`src/rtl/mem_test_seq_pkg.sv`:
```
// mem_test_seq_pkg: shared state encoding, defaults and pattern helper for the PSRAM self-test
package mem_test_seq_pkg;
  typedef enum logic [2:0] {IDLE, SETTLE, WR_REQ, WR_WAIT, RD_REQ, RD_WAIT, DONE} state_e;
  localparam logic [7:0] DEF_SEED = 8'hA5;
  localparam int DEF_TIMEOUT = 4096;
  localparam int CNT_W = 32;
  function automatic logic [7:0] pattern(input logic [7:0] addr_lsb, input logic [7:0] seed);
    return addr_lsb ^ seed;
  endfunction
endpackage

```
`src/rtl/mem_test_seq_cycle_counter.sv`:
```
// cycle_counter: loadable down-counter; o_zero also flags the decrement that lands on zero this cycle
module cycle_counter #(
  parameter int W = 32
) (
  input  logic         clk,
  input  logic         reset,
  input  logic         i_load,
  input  logic [W-1:0] i_val,
  input  logic         i_en,
  output logic         o_zero
);
  logic [W-1:0] cnt_q, cnt_d;
  always_comb begin
    cnt_d = i_load ? i_val : (i_en && cnt_q != '0) ? cnt_q - 1'b1 : cnt_q;
    o_zero = cnt_q == '0 || (i_en && cnt_q == W'(1));
  end
  always_ff @(posedge clk or negedge reset) begin
    if (!reset) cnt_q <= '0;
    else cnt_q <= cnt_d;
  end
endmodule

```
`src/rtl/mem_test_seq.sv`:
```
// mem_test_seq: PSRAM write-then-read-back self-test sequencer driving a memory controller
module mem_test_seq
  import mem_test_seq_pkg::*;
#(
  parameter logic [23:0] START_ADDR     = 24'h000000,
  parameter int          NUM_WORDS      = 256,
  parameter int          SETTLE_CYCLES  = 5550000,
  parameter int          TIMEOUT_CYCLES = DEF_TIMEOUT,
  parameter logic [7:0]  SEED           = DEF_SEED
) (
  input  logic        clk,
  input  logic        reset,
  input  logic        i_start,
  input  logic        i_busy,
  input  logic        i_dataReady,
  input  logic [7:0]  i_dataRead,
  output logic        o_cs,
  output logic        o_write,
  output logic [23:0] o_address,
  output logic        o_bank,
  output logic [7:0]  o_dataToWrite,
  output logic        o_done,
  output logic        o_pass,
  output logic        o_timeout,
  output logic [15:0] o_errCount,
  output logic [23:0] o_firstFailAddr,
  output logic        o_led
);
  state_e state_q, state_d;
  logic [23:0] idx_q, idx_d, addr_q, addr_d, fail_q, fail_d;
  logic [15:0] err_q, err_d;
  logic first_q, first_d, tmo_q, tmo_d;
  logic issue, wait_ok, last, mism;
  logic cnt_load, cnt_en, cnt_zero;
  logic [CNT_W-1:0] cnt_val;

  // one counter serves both the power-up settle and the per-access timeout
  cycle_counter #(.W(CNT_W)) u_cnt (
    .clk(clk), .reset(reset), .i_load(cnt_load), .i_val(cnt_val), .i_en(cnt_en), .o_zero(cnt_zero)
  );

  always_comb begin
    issue = (state_q == WR_REQ || state_q == RD_REQ) && !i_busy;
    wait_ok = !first_q && !i_busy;
    last = idx_q == 24'(NUM_WORDS - 1);
    mism = i_dataRead != pattern(addr_q[7:0], SEED);
    state_d = state_q;
    idx_d = idx_q;
    addr_d = addr_q;
    first_d = 1'b0;
    err_d = err_q;
    fail_d = fail_q;
    tmo_d = tmo_q;
    cnt_load = issue;
    cnt_val = CNT_W'(TIMEOUT_CYCLES);
    cnt_en = 1'b0;
    case (state_q)
      IDLE, DONE: if (i_start) begin
        state_d = SETTLE;
        err_d = '0;
        fail_d = '0;
        tmo_d = 1'b0;
        cnt_load = 1'b1;
        cnt_val = CNT_W'(SETTLE_CYCLES);
      end
      SETTLE: begin
        cnt_en = 1'b1;
        if (cnt_zero) begin
          state_d = WR_REQ;
          idx_d = '0;
          addr_d = START_ADDR;
        end
      end
      WR_REQ: if (issue) begin
        state_d = WR_WAIT;
        first_d = 1'b1;
      end
      RD_REQ: if (issue) begin
        state_d = RD_WAIT;
        first_d = 1'b1;
      end
      WR_WAIT: begin
        cnt_en = 1'b1;
        if (wait_ok) begin
          idx_d = last ? '0 : idx_q + 1'b1;
          addr_d = last ? START_ADDR : addr_q + 1'b1;
          state_d = last ? RD_REQ : WR_REQ;
        end else if (cnt_zero) begin
          tmo_d = 1'b1;
          state_d = DONE;
        end
      end
      RD_WAIT: begin
        cnt_en = 1'b1;
        if (wait_ok && i_dataReady) begin
          err_d = (mism && err_q != '1) ? err_q + 1'b1 : err_q;
          fail_d = (mism && err_q == '0) ? addr_q : fail_q;
          idx_d = last ? '0 : idx_q + 1'b1;
          addr_d = addr_q + 1'b1;
          state_d = last ? DONE : RD_REQ;
        end else if (cnt_zero) begin
          tmo_d = 1'b1;
          state_d = DONE;
        end
      end
      default: state_d = IDLE;
    endcase
  end

  always_ff @(posedge clk or negedge reset) begin
    if (!reset) begin
      state_q <= IDLE;
      idx_q <= '0;
      addr_q <= '0;
      fail_q <= '0;
      err_q <= '0;
      first_q <= 1'b0;
      tmo_q <= 1'b0;
    end else begin
      state_q <= state_d;
      idx_q <= idx_d;
      addr_q <= addr_d;
      fail_q <= fail_d;
      err_q <= err_d;
      first_q <= first_d;
      tmo_q <= tmo_d;
    end
  end

  assign o_cs = !issue;
  assign o_write = state_q == WR_REQ || state_q == WR_WAIT;
  assign o_address = addr_q;
  assign o_bank = 1'b0;
  assign o_dataToWrite = o_write ? pattern(addr_q[7:0], SEED) : 8'h00;
  assign o_done = state_q == DONE;
  assign o_pass = o_done && err_q == '0 && !tmo_q;
  assign o_timeout = tmo_q;
  assign o_errCount = err_q;
  assign o_firstFailAddr = fail_q;
  assign o_led = o_pass;
endmodule

```
`config.mk`:
```
export PLATFORM = sky130hd
export DESIGN_NAME = mem_test_seq
export DESIGN_NICKNAME = d
export VERILOG_FILES = /design/src/rtl/mem_test_seq_pkg.sv /design/src/rtl/mem_test_seq_cycle_counter.sv /design/src/rtl/mem_test_seq.sv
export SDC_FILE = /design/constraint.sdc
export NUM_CORES = 1
export LEC_CHECK = 0
export CORE_UTILIZATION = 60
export CTS_CLUSTER_DIAMETER = 120
export DETAILED_ROUTE_END_ITERATION = 10
export GPL_TIMING_DRIVEN = 0
export PLACE_DENSITY = 0.88
export SLEW_MARGIN = 20
export SYNTH_ARGS = -nofsm -noshare
export SYNTH_HDL_FRONTEND = slang
export SYNTH_SLANG_ARGS = --single-unit
```
`constraint.sdc`:
```
create_clock -name clk -period 4.5 [get_ports clk]
set_input_delay 0.45 -clock clk [delete_from_list [all_inputs] [get_ports clk]]
set_output_delay 0.45 -clock clk [all_outputs]
set_load 0.01 [all_outputs]
```
# Word-level counts from Yosys, hierarchy flattened
# Cells that the tools add are included.
[classes]
add_sub_neg = 4
n_eq_ne = 20
muxes = 42
bitwise_logic = 1
n_reduce_logical = 32
[op_table]
columns = ["operator", "n"]
rows = [
  ["$mux 24", 10],
  ["$pmux 24 s3", 2],
  ["$mux 32", 2],
  ["$add 24x1->24 const B", 2],
  ["$mux 16", 3],
  ["$pmux 24 s2", 1],
  ["$mux 23", 2],
  ["$eq 32x1->1 const B", 1],
  ["$logic_not 32->1", 1],
  ["$pmux 16 s2", 1],
  ["$reduce_bool 32->1", 1],
  ["$sub 32x1->32 const B", 1],
  ["$eq 24x8->1 const B", 1],
  ["$mux 3", 8],
  ["$ne 2x2->1 const B", 10],
  ["$reduce_and 4->1", 5],
  ["$pmux 3 s6", 1],
  ["$add 16x1->16 const B", 1],
  ["$logic_not 16->1", 1],
  ["$ne 16x16->1 const B", 1],
  ["$eq 3x3->1 const B", 3],
  ["$logic_and 1x1->1", 9],
  ["$mux 1", 9],
  ["$mux 8", 1],
  ["other kinds (13)", 22],
]
[word_totals]
register_bits = 125
inputBits = 13
out_inout_bits = 79
wordCells = 107

# Logic depth before layout (Yosys ltp)
# Gate-level depths: netlist of run 1.
[depth]
depth_word = 8
mapped_depth = 10
depth_no_buf = 8

# Modules after synthesis
# Synthesis of run 1 repeated with hierarchy kept, for this count alone.
[unflattened]
cells_unflattened = 793
area_unflattened_um2 = 7009.2
[modules_own_cells]
columns = ["mod", "instances", "cells_each", "area_each_um2", "seq_area_each_um2"]
rows = [
  ["mem_test_seq", 1, 577, 5049.8, 2327.2],
  ["cycle_counter", 1, 216, 1959.4, 800.8],
]

# Worst setup path before layout of run 1
# OpenSTA, ideal clock, no wires.
[synth_path]
path_kind = "input-to-reg"
startpoint = "input port i_busy"
endpoint = "register idx_q[22]"
setup_time_ps = 69
arrival_ps = 2454
required_ps = 4431
slack_ps = 1977
stages = 8
n_path_buf = 2
path_cell_list = "clkbuf_1 > nor3b_1 > o22ai_1 > a221oi_2 > o21ai_2 > buf_6 > or4_1 > nand3_1"
[synth_between]
elab_chain_cells = 5
elab_cells_between_ends = 6
classes_between = "eq/ne (2); reduce/logical (4)"
[synth_lines]
columns = ["element", "line", "source"]
rows = [
  ["start: declaration", "mem_test_seq.sv:14", "input logic i_busy,"],
  ["$logic_not 1->1 *", "mem_test_seq.sv:44", "wait_ok = !first_q && !i_busy;"],
  ["$logic_and 1x1->1 *", "mem_test_seq.sv:44", ""],
  ["$logic_and 1x1->1", "mem_test_seq.sv:95", "if (wait_ok && i_dataReady) begin"],
  ["$ne 2x2->1 (no source line)", "-", ""],
  ["$reduce_and 4->1 (no source line) *", "-", ""],
  ["end signal: assignment", "mem_test_seq.sv:121", "idx_q <= idx_d;"],
  ["end: declaration", "mem_test_seq.sv:30", "logic [23:0] idx_q, idx_d, addr_q, addr_d, fail_q, fail_d;"],
]
# Mark *: on every way between the ends. The rest lies on a longest branch, timed or not.
# A chain may end at the register's enable or synchronous reset.

# Worst setup path after layout of run 1
[layout_path]
startpoint = "input port i_start"
endpoint = "register fail_q[21], in the netlist o_firstFailAddr[21]"
[layout_between]
elab_chain_cells = 2
[layout_lines]
columns = ["element", "line", "source"]
rows = [
  ["start: declaration", "mem_test_seq.sv:13", "input logic i_start,"],
  ["$ne 2x2->1 (no source line)", "-", ""],
  ["$reduce_and 4->1 (no source line)", "-", ""],
  ["end signal: assignment", "mem_test_seq.sv:123", "fail_q <= fail_d;"],
  ["end: declaration", "mem_test_seq.sv:30", ""],
]
# No other way between the ends.

==> results.env, run 1 <==
CTS-BUFFERS-INSERTED=17
SYNTH_COMPOUND_AREA_FRAC=0.203
REG2REG_TO='o_firstFailAddr[21]$_DFFE_PN0P_'
SYNTHTOLAYOUTAREAGROWTH_PCT=24.6
PLACEABLECOREAREA_UM2=11000
SYNTHADDERAREAFRAC=0.0126
SYNTH_XOR_AREA_FRAC=0.0379
GP_ROUTABILITY_CONGESTION=0.901
LEAKAGEPOWER_nW=3.57
NETLIST-CELL-TYPE-COUNT=61
FIN_CRIT_NS=3.36
CP.ARRIVAL_NS=3.72
FINALMAXSLEWVIOLATIONS=0
REGTOREGSETUPSLACK_NS=1.21
GRT_ANTENNA_BEFORE_REPAIR=0
LAYOUT.FILLER_CELLS=753
FP-ROW-COUNT=38
ROUTE.VIAS.TOTAL=6749
AVGSYNTHCELLAREA_UM2=9.12
DRC=0
DIEAREA_UM2=12000
STATUS='completed'
DIODES=0
MAIN_COMBINATIONAL_CELL_FAMILY_BY_AREA_AFTER_SYNTHESIS='simple AND/OR/NAND/NOR gates'
RSZ0062_AT_GRT='no'
DRV.MAX_CAP_VIOLATION_COUNT=0
SYN_NETS=781
POWER_W=0.00420
HOLD_START='o_firstFailAddr[12]$_DFFE_PN0P_'
TIMING.CRITICAL_PATH.SLOWEST_CELL_DELAY_NS=0.98
FINAL_MIN_PERIOD_OVER_CLOCK_PERIOD=0.746
SYNTHCELLS=761
INITIAL_CORE_UTIL=0.629
DIE_W_UM=110
YS.FLOP_TYPE='dfrtp_1'
WIRE_LENGTH_OF_THE_FIRST_GLOBAL_ROUTING_PASS_MM=30.8
POWER_DENSITY_nW_PER_UM2=486
EDFF_COUNT_SYNTH=0
HP-CLASS='reg -> reg'
SYNTH_COMMONEST_CELLS='dfrtp_1, o21ai_0, nand2_1, nor2_1, clkbuf_1'
CTS-ROOT-TO-SINK-BUFFERS=2
LARGEST_NET_DEGREE_AT_THE_START_OF_GLOBAL_ROUTING=74
DETAILEDROUTE.FIRSTITERATIONVIOLATIONS=555
CRIT_CHAIN='clkdlybuf4s50_1 -> inv_1 -> nor2_1 -> o21ai_0 -> or2_2 -> clkbuf_1 -> nor3_1 -> buf_2 -> a22o_1'
NETSWITCHINGPOWER_W=0.00164
DETAIL-ROUTE-ANTENNA-NETS=0
GLOBAL_ROUTE_USAGE_OVER_ALL_LAYERS=0.332
PEAK_FREQ_MHz=298
CTS_HTREE_LEVELS=4
DRIVE_ABOVE_1_SHARE=0.0713
SLEW-LIMIT-HEADROOM=0.213
WORSTHOLDPATHCELLS=1
CLKSLEWWORSTSETUPHOLDPATHS_NS=0.06
FIRST_GLOBAL_VIAS=6330
FINALSETUPVIOLATIONS=0
CRITICAL_PATH_CLASS='in -> reg'
YOSYS-TOP-CELLS-AREA='dfrtp_1, o21ai_0, nand2_1, a22o_1, nor2_1'
DRT-PASS1-ITER-COUNT=6
R2R-START='state_q[2]$_DFFE_PN0P_'
CLK-INSERTION-DELAY-LATE_NS=0.42
VIAS_PER_CELL=6.59
SYN-CELL-AREA_UM2=6940
YOSYSMOSTFREQUENTCELL='dfrtp_1'
HOLD_SLACK_NS=0.504
GRT_REMAINING_OVERFLOW=0
NETSWITCHINGFRACTION=0.390
YS_FF_LATCH=125
TIMING.CLOCK.SKEW_NS=0.00829
POWER.SHARE.SEQUENTIAL=0.331
CTS.SINKS=125
SETUP.WORST_PATH.START_CLASS='input pin'
TIMING.FINAL.HOLD_VIOLATIONS=0
IOPINCOUNT=92
DETAILED_PLACE_HPWL_MM=13.0
CRITICAL_PATH.ENDPOINT_TYPE='register'
IO_BUFFERS=89
SYNTH.AREA.MUX_SHARE=0.00721
WL_PER_CELL_UM=18.5
YOSYSSEQAREASHARE=0.451
POST_SYNTH_AND_OR_NAND_NOR_AREA_FRACTION=0.246
SYNTH_WARNINGS=0
CRIT_PATH_TOP_DELAY_CELL='nor3_1'
TIGHTEST_SLEW_NS=1.17
SYNTH-ASYNC-RESET-RATIO=1.00
R2R_CELLS=8
NETLIST.TOP_CELL.BY_AREA='dfrtp_1'
POWER.COMBINATIONAL.FRACTION=0.344
WORSTHOLDENDPOINT='o_firstFailAddr[12]$_DFFE_PN0P_'
WIRELENGTH_MM=18.9
HIGHEST_FANOUT_SEEN_ON_THE_CRITICAL_PATH=10
VDD.IR_DROP.WORST_uV=458
SYNTH_TOP_CELL_AREA_SHARE=0.451
SHARE_CLK_OF_TOTAL_POWER=0.324
CTS_TREE='built'
CTSROOTBUFFERMASTER='clkbuf_16'
FINISH.NET_COUNT=891
CHIPHEIGHT_UM=110
INTERNAL-POWER_W=0.00256
WORST_EP_REQUIRED_TIME_NS=4.86
[worst max path at each step]
stage                      startpoint                              end  slack [ns]
final                         i_start  o_firstFailAddr[21]$_DFFE_PN0P_        1.14
after floorplan                i_busy            idx_q[22]$_DFFE_PN0P_        1.98
after detailed placement      i_start   o_firstFailAddr[7]$_DFFE_PN0P_        0.90
after global placement          reset      u_cnt.cnt_q[21]$_DFFE_PN0P_       -1.74
after global routing          i_start  o_firstFailAddr[21]$_DFFE_PN0P_        1.10
after CTS                 i_dataReady  o_firstFailAddr[21]$_DFFE_PN0P_        1.27
[what timing repair did]
item,4_1_cts,5_1_grt
hold buffers,1,0
endpoints found under the hold margin,6,0
buffers inserted,0,0
resized for setup,0,0
[metrics by stage]
step	instance area (µm²)	utilization	setup slack (ns)	setup TNS (ns)	std cells
final	8640	0.784	1.14	0	1024
after global routing	8640	0.784	1.10	0	1024
after CTS	8640	0.783	1.27	0	1024
after detailed placement	8030	0.728	0.900	0	991
after global placement	8010	0.726	-1.74	-216.20	990
after floorplan	6940	-	1.98	0	761
[cell usage in the layout (no fill, tap or decap), drive strengths merged, types with 13 or more instances in the layout]
| cell type | instances |
|---|---|
| o21ai | 77 |
| and3 | 17 |
| a21oi | 34 |
| nand4 | 18 |
| xnor2 | 18 |
| inv | 25 |
| nor2 | 49 |
| clkdlybuf4s50 | 88 |
| nand2 | 60 |
| clkbuf | 54 |
| dfrtp | 125 |
| nor3 | 17 |
| nor4 | 22 |
| o31ai | 22 |
| or3 | 13 |
| buf | 16 |
| a22o | 25 |
| or4 | 22 |
| nand3 | 34 |
[critical path, delay by kind of cell]
kind / cells / cell delay [ns]
buffers and inverters: 4 / 1.28
AOI/OAI and AO/OA: 2 / 0.36
and+or+nand+nor: 3 / 1.61
[routing by layer]
metal / share of wire / vias up / global-route usage / wire length, µm
met5: 0 / - / 0 / 0
li1: - / 3082 / - / -
met1: 0.43 / 3287 / 0.447 / 8070
met3: 0.078 / 39 / 0.0818 / 1480
met4: 0.019 / 0 / 0.117 / 354
met2: 0.48 / 341 / 0.525 / 9040
[cell type report]
cell class / count / area, µm² / area share
plain buffers: 49 / 209 / 0.0242
clock buffers: 19 / 453 / 0.0524
clock inverters: 13 / 140 / 0.0162
inverters: 23 / 86.3 / 0.00999
multi-input cells: 564 / 3520 / 0.407
flip-flops and latches: 125 / 3130 / 0.362
well taps: 140 / 175 / 0.0203
repair buffers: 91 / 930 / 0.108
[power by group through the flow]
stage | sequential [W] | combinational [W] | clock [W]
floorplan | 0.00137 | 0.000959 | 0
CTS | 0.00138 | 0.00142 | 0.00136
global route | 0.00140 | 0.00159 | 0.00142
detailed placement | 0.00140 | 0.00140 | 0
finish | 0.00139 | 0.00145 | 0.00136
global placement | 0.00139 | 0.00136 | 0
[sequential cells by signal (all words and copies together), names as in the netlist]
signal	cells
state_q	3
o_firstFailAddr	24
o_address	24
o_timeout	1
first_q	1
o_errCount	16
u_cnt.cnt_q	32
idx_q	24
[logic make-up (layout without fill, tap and decap cells)]
family,count (synthesis),in the layout
AO/OA/AOI/OAI,213,213
XOR/XNOR,30,30
adder cells (fa/ha/maj),7,7
buffers and inverters,72,195
flip-flops,125,125
multiplexers,5,5
other,1,1
AND/OR/NAND/NOR,308,308
Note: power is estimated with default switching activity, not from simulation.
==> inputs of run 2 (changes only) <==
--- a/config.mk
+++ b/config.mk
@@ -5,11 +5,11 @@
 export SDC_FILE = /design/constraint.sdc
 export NUM_CORES = 1
 export LEC_CHECK = 0
-export CORE_UTILIZATION = 60
+export CORE_UTILIZATION = 50
 export CTS_CLUSTER_DIAMETER = 120
 export DETAILED_ROUTE_END_ITERATION = 10
 export GPL_TIMING_DRIVEN = 0
-export PLACE_DENSITY = 0.88
+export PLACE_DENSITY = 0.78
 export SLEW_MARGIN = 20
 export SYNTH_ARGS = -nofsm -noshare
 export SYNTH_HDL_FRONTEND = slang
==> constraint.sdc (replaced) <==
create_clock -name clk -period 2.9 [get_ports clk]
set_input_delay 0.29 -clock clk [delete_from_list [all_inputs] [get_ports clk]]
set_output_delay 0.29 -clock clk [all_outputs]
set_load 0.01 [all_outputs]
==> run 2 against run 1 <==
Register-to-register slack got worse by 1.0 ns. Critical path depth unchanged. Non-clock buffer count increased by 5. Sequential share of layout area decreased by 0.77 points. Setup slack got worse by 0.98 ns. Count of clock-buffer cells in the layout decreased by 1. Combinational power increased by 64%. First-iteration DRC count increased by 6.7%. Final area increased by 2.2%. Sequential cell count unchanged. Clock skew increased by 0.0020 ns. Hold slack got worse by 0.16 ns.
==> results.env, run 2 (synthesis results as in run 1) <==
CHIPHEIGHT_UM=120  # was 110 µm
WORST_EP_REQUIRED_TIME_NS=3.20  # was 4.86 ns
CTSROOTBUFFERMASTER='clkbuf_16'  # unchanged
HIGHEST_FANOUT_SEEN_ON_THE_CRITICAL_PATH=10  # unchanged
PLACED_CELLS=1027  # was 991
DIE_W_UM=120  # was 110 µm
TIMING.CRITICAL_PATH.SLOWEST_CELL_DELAY_NS=0.57  # was 0.98 ns
DETAILEDROUTE.FIRSTITERATIONVIOLATIONS=592  # was 555
FINALCOREUTILIZATION=0.659  # was 0.784
LARGEST_NET_DEGREE_AT_THE_START_OF_GLOBAL_ROUTING=83  # was 74
TIMING.CLOCK.SKEW_NS=0.0102  # was 0.00829 ns
R2R_CELLS=9  # was 8
PLACEABLECOREAREA_UM2=13400  # was 11000 µm²
VIAS_PER_CELL=6.21  # was 6.59
DIEAREA_UM2=14400  # was 12000 µm²
CRITICAL_PATH_CLASS='reg -> reg'  # was in -> reg
CP.ARRIVAL_NS=3.04  # was 3.72 ns
LEAKAGEPOWER_nW=3.65  # was 3.57 nW
FIRST_GLOBAL_VIAS=6436  # was 6330
WIRELENGTH_MM=19.4  # was 18.9 mm
FINALSETUPVIOLATIONS=0  # unchanged
CRITICAL_PATH_DEPTH=9  # unchanged
CRIT_CHAIN='or4_4 -> or2_2 -> buf_2 -> nor3_4 -> o21ai_2 -> buf_6 -> clkbuf_1 -> o21ai_0 -> o41ai_1'  # was clkdlybuf4s50_1 -> inv_1 -> nor2_1 -> o21ai_0 -> or2_2 -> clkbuf_1 -> nor3_1 -> buf_2 -> a22o_1
SYNTHTOLAYOUTAREAGROWTH_PCT=27.3  # was 24.6%
DETAIL-ROUTE-ANTENNA-NETS=0  # unchanged
DRT-PASS1-ITER-COUNT=6  # unchanged
DIODES=0  # unchanged
FINAL_INSTANCE_COUNT_WITHOUT_FILLER_CELLS=1065  # was 1024
FINALMAXSLEWVIOLATIONS=0  # unchanged
POWER_DENSITY_nW_PER_UM2=758  # was 486 nW/µm²
FINAL_MIN_PERIOD_OVER_CLOCK_PERIOD=0.944
CRITICAL-PATH-TOP-DELAY-FAMILY='simple AND/OR/NAND/NOR gates'  # unchanged
CLK-INSERTION-DELAY-LATE_NS=0.43  # was 0.42 ns
CTS.SINKS=125  # unchanged
LARGEST_REGISTER_FF_COUNT=32  # unchanged
GRT_REMAINING_OVERFLOW=0  # unchanged
TIGHTEST_SLEW_NS=0.989  # was 1.17 ns
SLEW-LIMIT-HEADROOM=0.335  # was 0.213
CRITICAL_PATH.ENDPOINT_TYPE='register'  # unchanged
CTS_HTREE_LEVELS=4  # unchanged
DP_SLACK_NS=-0.296  # was 0.900 ns
CTS-ROOT-TO-SINK-BUFFERS=2  # unchanged
CRIT_PATH_TOP_DELAY_CELL='or4_4'  # was nor3_1
MOSTFREQUENTLAYOUTCELLS='dfrtp_1, clkdlybuf4s50_1, o21ai_0, nand2_1, nor2_1'  # unchanged
HP-CLASS='in -> async'  # was reg -> reg
WL_PER_CELL_UM=18.2  # was 18.5 µm
TIMING.FINAL.HOLD_VIOLATIONS=0  # unchanged
LAYOUT.FILLER_CELLS=1059  # was 753
DETAILED_PLACE_HPWL_MM=13.2  # was 13.0 mm
FIN_CRIT_NS=2.74
ROUTE.VIAS.TOTAL=6615  # was 6749
CRITPATHBUFINV=3  # was 4
FINISH.NET_COUNT=896  # was 891
SETUP.WORST_PATH.START_CLASS='register'  # was input pin
DRC=0  # unchanged
RSZ0062_AT_GRT='no'  # unchanged
DRV.MAX_CAP_VIOLATION_COUNT=0  # unchanged
WIRE_LENGTH_OF_THE_FIRST_GLOBAL_ROUTING_PASS_MM=32.2  # was 30.8 mm
GP_ROUTABILITY_CONGESTION=0.907  # was 0.901
CTS_TREE='built'  # unchanged
FP-ROW-COUNT=42  # was 38
LAYOUT_SETUP_WS_NS=0.162  # was 1.14 ns
VDD.IR_DROP.WORST_uV=619  # was 458 µV
FIN_TNS_SETUP_NS=0  # unchanged
IO_BUFFERS=89  # unchanged
HOLD_SLACK_NS=0.341  # was 0.504 ns
STATUS='completed'  # unchanged
MOSTFREQUENTLAYOUTCELL='dfrtp_1'  # unchanged
DRIVE_ABOVE_1_SHARE=0.0956  # was 0.0713
PEAK_FREQ_MHz=365
INITIAL_CORE_UTIL=0.518  # was 0.629
LARGEST-REGISTER='u_cnt.cnt_q'  # unchanged
GLOBAL_ROUTE_USAGE_OVER_ALL_LAYERS=0.284  # was 0.332
IOPINCOUNT=92  # unchanged
GRT_ANTENNA_BEFORE_REPAIR=0  # unchanged
CLKSLEWWORSTSETUPHOLDPATHS_NS=0.06  # about the same
CTS-BUFFERS-INSERTED=17  # unchanged
## run 2: cell type report
cell class	instances	area (µm²)	area share
well taps	176	220	0.0249
inverters	23	90.1	0.0102
plain buffers	46	206	0.0234
clock inverters	14	163	0.0184
clock buffers	18	439	0.0497
flip-flops and latches	125	3130	0.354
multi-input cells	564	3600	0.407
repair buffers	99	990	0.112
## run 2: final timing paths
kind / startpoint / endpoint / slack [ns]
setup / recovery: u_cnt.cnt_q[10]$_DFFE_PN0P_ / o_address[23]$_DFFE_PN0P_ / 0.16
hold / removal: reset / idx_q[18]$_DFFE_PN0P_ / 0.34
setup reg to reg: u_cnt.cnt_q[10]$_DFFE_PN0P_ / o_address[23]$_DFFE_PN0P_ / 0.16
hold reg to reg: o_firstFailAddr[10]$_DFFE_PN0P_ / o_firstFailAddr[10]$_DFFE_PN0P_ / 0.50
max in group asynchronous: reset / u_cnt.cnt_q[17]$_DFFE_PN0P_ / 1.82
min in group clk: i_busy / state_q[2]$_DFFE_PN0P_ / 0.42
## run 2: what timing repair did
action	CTS	global route
hold buffers	1	0
gates resized for setup	12	8
endpoints found under the hold margin	43	0
endpoints found under the setup margin	47	105
setup buffers	1	7
pin swaps	0	2
## run 2: worst reg2reg max path: cells and delay by family, from the launching register on
family	cells	cell delay, ns
buffers and inverters	3	0.59
and+or+nand+nor	3	1.12
DFF	1	0.40
AOI/OAI and AO/OA	3	0.48
## run 2: routing by layer
metal | wire (µm) | share of wire | GRT usage | up-vias
met3 | 1160 | 0.060 | 0.0675 | 43
met5 | 0 | 0 | 0 | -
met2 | 9390 | 0.48 | 0.460 | 255
li1 | - | - | - | 3082
met1 | 8490 | 0.44 | 0.372 | 3235
met4 | 376 | 0.019 | 0.0977 | 0
## run 2: where the power goes
group | leakage [nW] | switching [W] | internal (W)
sequential | 1.70 | 0.000219 | 0.00193
combinational | 1.66 | 0.00156 | 0.000823
clock | 0.287 | 0.000862 | 0.00130
## run 2: metrics by stage
step / cell area, µm² / total power (W)
after CTS: 8750 / 0.00659
after global routing: 8830 / 0.00704
after global placement: 8050 / 0.00429
after floorplan: 6940 / 0.00361
after detailed placement: 8080 / 0.00436
final: 8830 / 0.00669
==> inputs of run 3 (changes only) <==
--- a/config.mk
+++ b/config.mk
@@ -5,6 +5,7 @@
 export SDC_FILE = /design/constraint.sdc
 export NUM_CORES = 1
 export LEC_CHECK = 0
+export CAP_MARGIN = 30
 export CORE_UTILIZATION = 50
 export CTS_CLUSTER_DIAMETER = 120
 export DETAILED_ROUTE_END_ITERATION = 10
==> run 3 against run 2 <==
Sequential power about the same. Fmax down 0.87%. Via count about the same. Clock power about the same. Count of clock-buffer cells in the layout unchanged. Setup slack worse by 0.024 ns. Core utilization about the same. Cell count up 0.19%. Sequential share of layout area about the same. Wire length about the same. Die area unchanged. Power about the same. Critical endpoint is now o_pass. Largest cell class unchanged.
==> results.env, run 3 (synthesis results as in run 1) <==
LARGEST_NET_DEGREE_AT_THE_START_OF_GLOBAL_ROUTING=83  # unchanged
PLACEABLECOREAREA_UM2=13400  # unchanged
GLOBAL_ROUTE_USAGE_OVER_ALL_LAYERS=0.284  # unchanged
DP_SLACK_NS=-0.296  # unchanged
SLEW-LIMIT-HEADROOM=0.371  # was 0.335
TIMING.FINAL.HOLD_VIOLATIONS=0  # unchanged
IO_BUFFERS=89  # unchanged
HIGHEST_FANOUT_SEEN_ON_THE_CRITICAL_PATH=10  # unchanged
LARGEST_REGISTER_FF_COUNT=32  # unchanged
TIMING.CLOCK.SKEW_NS=0.0105  # was 0.0102 ns
CTS.SINKS=125  # unchanged
PLACE_AREA_UM2=8080  # unchanged
DRIVE_ABOVE_1_SHARE=0.0954  # was 0.0956
POST-ROUTE-CELL-AREA_UM2=8840  # was 8830 µm²
LAUNCH_POINT_OF_THE_WORST_PATH='state_q[0]$_DFFE_PN0P_'  # was u_cnt.cnt_q[10]$_DFFE_PN0P_
FINAL_INSTANCE_COUNT_WITHOUT_FILLER_CELLS=1067  # was 1065
CTS-BUFFERS-INSERTED=17  # unchanged
CHIPHEIGHT_UM=120  # unchanged
LAYOUT_SETUP_WS_NS=0.138  # was 0.162 ns
PEAK_FREQ_MHz=362  # was 365 MHz
GP_ROUTABILITY_CONGESTION=0.907  # unchanged
CTS_HTREE_LEVELS=4  # unchanged
DETAILED_PLACE_HPWL_MM=13.2  # unchanged
MOSTFREQUENTLAYOUTCELLS='dfrtp_1, clkdlybuf4s50_1, o21ai_0, nand2_1, nor2_1'  # unchanged
POWER_DENSITY_nW_PER_UM2=758  # about the same
DRC=0  # unchanged
WIRELENGTH_MM=19.4  # about the same
CRITICAL_PATH.ENDPOINT_TYPE='primary output'  # was register
DRV.MAX_CAP_VIOLATION_COUNT=0  # unchanged
GRT_REMAINING_OVERFLOW=0  # unchanged
LEAKAGEPOWER_nW=3.65  # about the same
RSZ0062_AT_GRT='no'  # unchanged
CLK-INSERTION-DELAY-LATE_NS=0.43  # about the same
CTS_TREE='built'  # unchanged
DETAIL-ROUTE-ANTENNA-NETS=0  # unchanged
DRT-PASS1-ITER-COUNT=5  # was 6
PLACED_CELLS=1027  # unchanged
CLKSLEWWORSTSETUPHOLDPATHS_NS=0.06  # about the same
MOSTFREQUENTLAYOUTCELL='dfrtp_1'  # unchanged
VDD.IR_DROP.WORST_uV=614  # was 619 µV
CTS-ROOT-TO-SINK-BUFFERS=2  # unchanged
FINISH.NET_COUNT=898  # was 896
WL_PER_CELL_UM=18.2  # about the same
FINALCOREUTILIZATION=0.659  # about the same
FIN_CRIT_NS=2.76  # was 2.74 ns
CRITICAL_PATH_CLASS='reg -> out'  # was reg -> reg
DIEAREA_UM2=14400  # unchanged
SYNTHTOLAYOUTAREAGROWTH_PCT=27.3  # about the same
HP-CLASS='in -> async'  # unchanged
FINALMAXSLEWVIOLATIONS=0  # unchanged
INITIAL_CORE_UTIL=0.518  # unchanged
MULTI_INPUT_AREA_UM2=3590  # was 3600 µm²
WORST_EP_REQUIRED_TIME_NS=2.61  # was 3.20 ns
IOPINCOUNT=92  # unchanged
STATUS='completed'  # unchanged
STORAGE_ELEMENT_AREA_UM2=3130  # unchanged
FP-ROW-COUNT=42  # unchanged
TIGHTEST_SLEW_NS=0.934  # was 0.989 ns
DIODES=0  # unchanged
FIRST_GLOBAL_VIAS=6436  # unchanged
DETAILEDROUTE.FIRSTITERATIONVIOLATIONS=528  # was 592
SETUP.WORST_PATH.START_CLASS='register'  # unchanged
FINALSETUPVIOLATIONS=0  # unchanged
R2R-START='state_q[1]$_DFFE_PN0P_'  # was u_cnt.cnt_q[10]$_DFFE_PN0P_
ROUTE.VIAS.TOTAL=6612  # was 6615
DIE_W_UM=120  # unchanged
CP.ARRIVAL_NS=2.47  # was 3.04 ns
WIRE_LENGTH_OF_THE_FIRST_GLOBAL_ROUTING_PASS_MM=32.2  # unchanged
LAYOUT.FILLER_CELLS=1061  # was 1059
LARGEST-REGISTER='u_cnt.cnt_q'  # unchanged
VIAS_PER_CELL=6.20  # was 6.21
FINAL_MIN_PERIOD_OVER_CLOCK_PERIOD=0.953  # was 0.944
GRT_ANTENNA_BEFORE_REPAIR=0  # unchanged
CTSROOTBUFFERMASTER='clkbuf_16'  # unchanged
## run 3: cell count changes in the layout (fill, tap and decap cells not counted)
cell      change
a211oi_1      +1
a211oi_2      -1
buf_1         +1
buf_2         +1
## run 3: final timing paths
kind                       cells after the start  slack [ns]                               to
max in group asynchronous                      3        1.82      u_cnt.cnt_q[17]$_DFFE_PN0P_
min                                            2        0.34            idx_q[18]$_DFFE_PN0P_
min in group clk                               3        0.40           state_q[2]$_DFFE_PN0P_
max reg2reg                                    7        0.15       o_errCount[11]$_DFFE_PN0P_
min reg2reg                                    1        0.50  o_firstFailAddr[10]$_DFFE_PN0P_
max                                            5        0.14                           o_pass
## run 3: final cells by class
type / instances / share of cell area
clock inverters: 14 / 0.0184
clock buffers: 18 / 0.0497
flip-flops and latches: 125 / 0.354
repair buffers: 101 / 0.113
inverters: 23 / 0.0102
plain buffers: 46 / 0.0232
multi-input cells: 564 / 0.406
well taps: 176 / 0.0249
## run 3: metrics by stage
step / total power [W] / hold WS (ns) / setup TNS [ns]
2_1_floorplan: 0.00361 / -0.00559 / 0
3_5_place_dp: 0.00436 / 0.238 / -12.89
5_1_grt: 0.00705 / 0.384 / 0
3_3_place_gp: 0.00429 / 0.478 / -431.88
6_report: 0.00669 / 0.338 / 0
4_1_cts: 0.00659 / 0.363 / 0
## run 3: critical path, stage by stage, from the launching register on
cell and delay [ns]:
dfrtp_1 0.46, clkbuf_1 0.25, buf_1 0.31, nor4_4 0.35, buf_4 0.15, clkdlybuf4s50_1 0.52
## run 3: timing repair
item,in CTS,in global routing
setup endpoints to repair,47,97
gates resized for setup,12,6
hold buffers,1,0
buffers inserted,1,7
pin swaps,0,2
endpoints found under the hold margin,43,0
## run 3: routing by layer
metal / GRT usage / vias to the layer above / part of all wire
met5: 0 / - / 0
met4: 0.0977 / 0 / 0.015
met3: 0.0675 / 32 / 0.054
met2: 0.460 / 209 / 0.49
met1: 0.372 / 3277 / 0.44
li1: - / 3094 / -
## run 3: power by group
part | internal, W | switching [W]
clock | 0.00130 | 0.000861
sequential | 0.00193 | 0.000220
combinational | 0.000824 | 0.00156
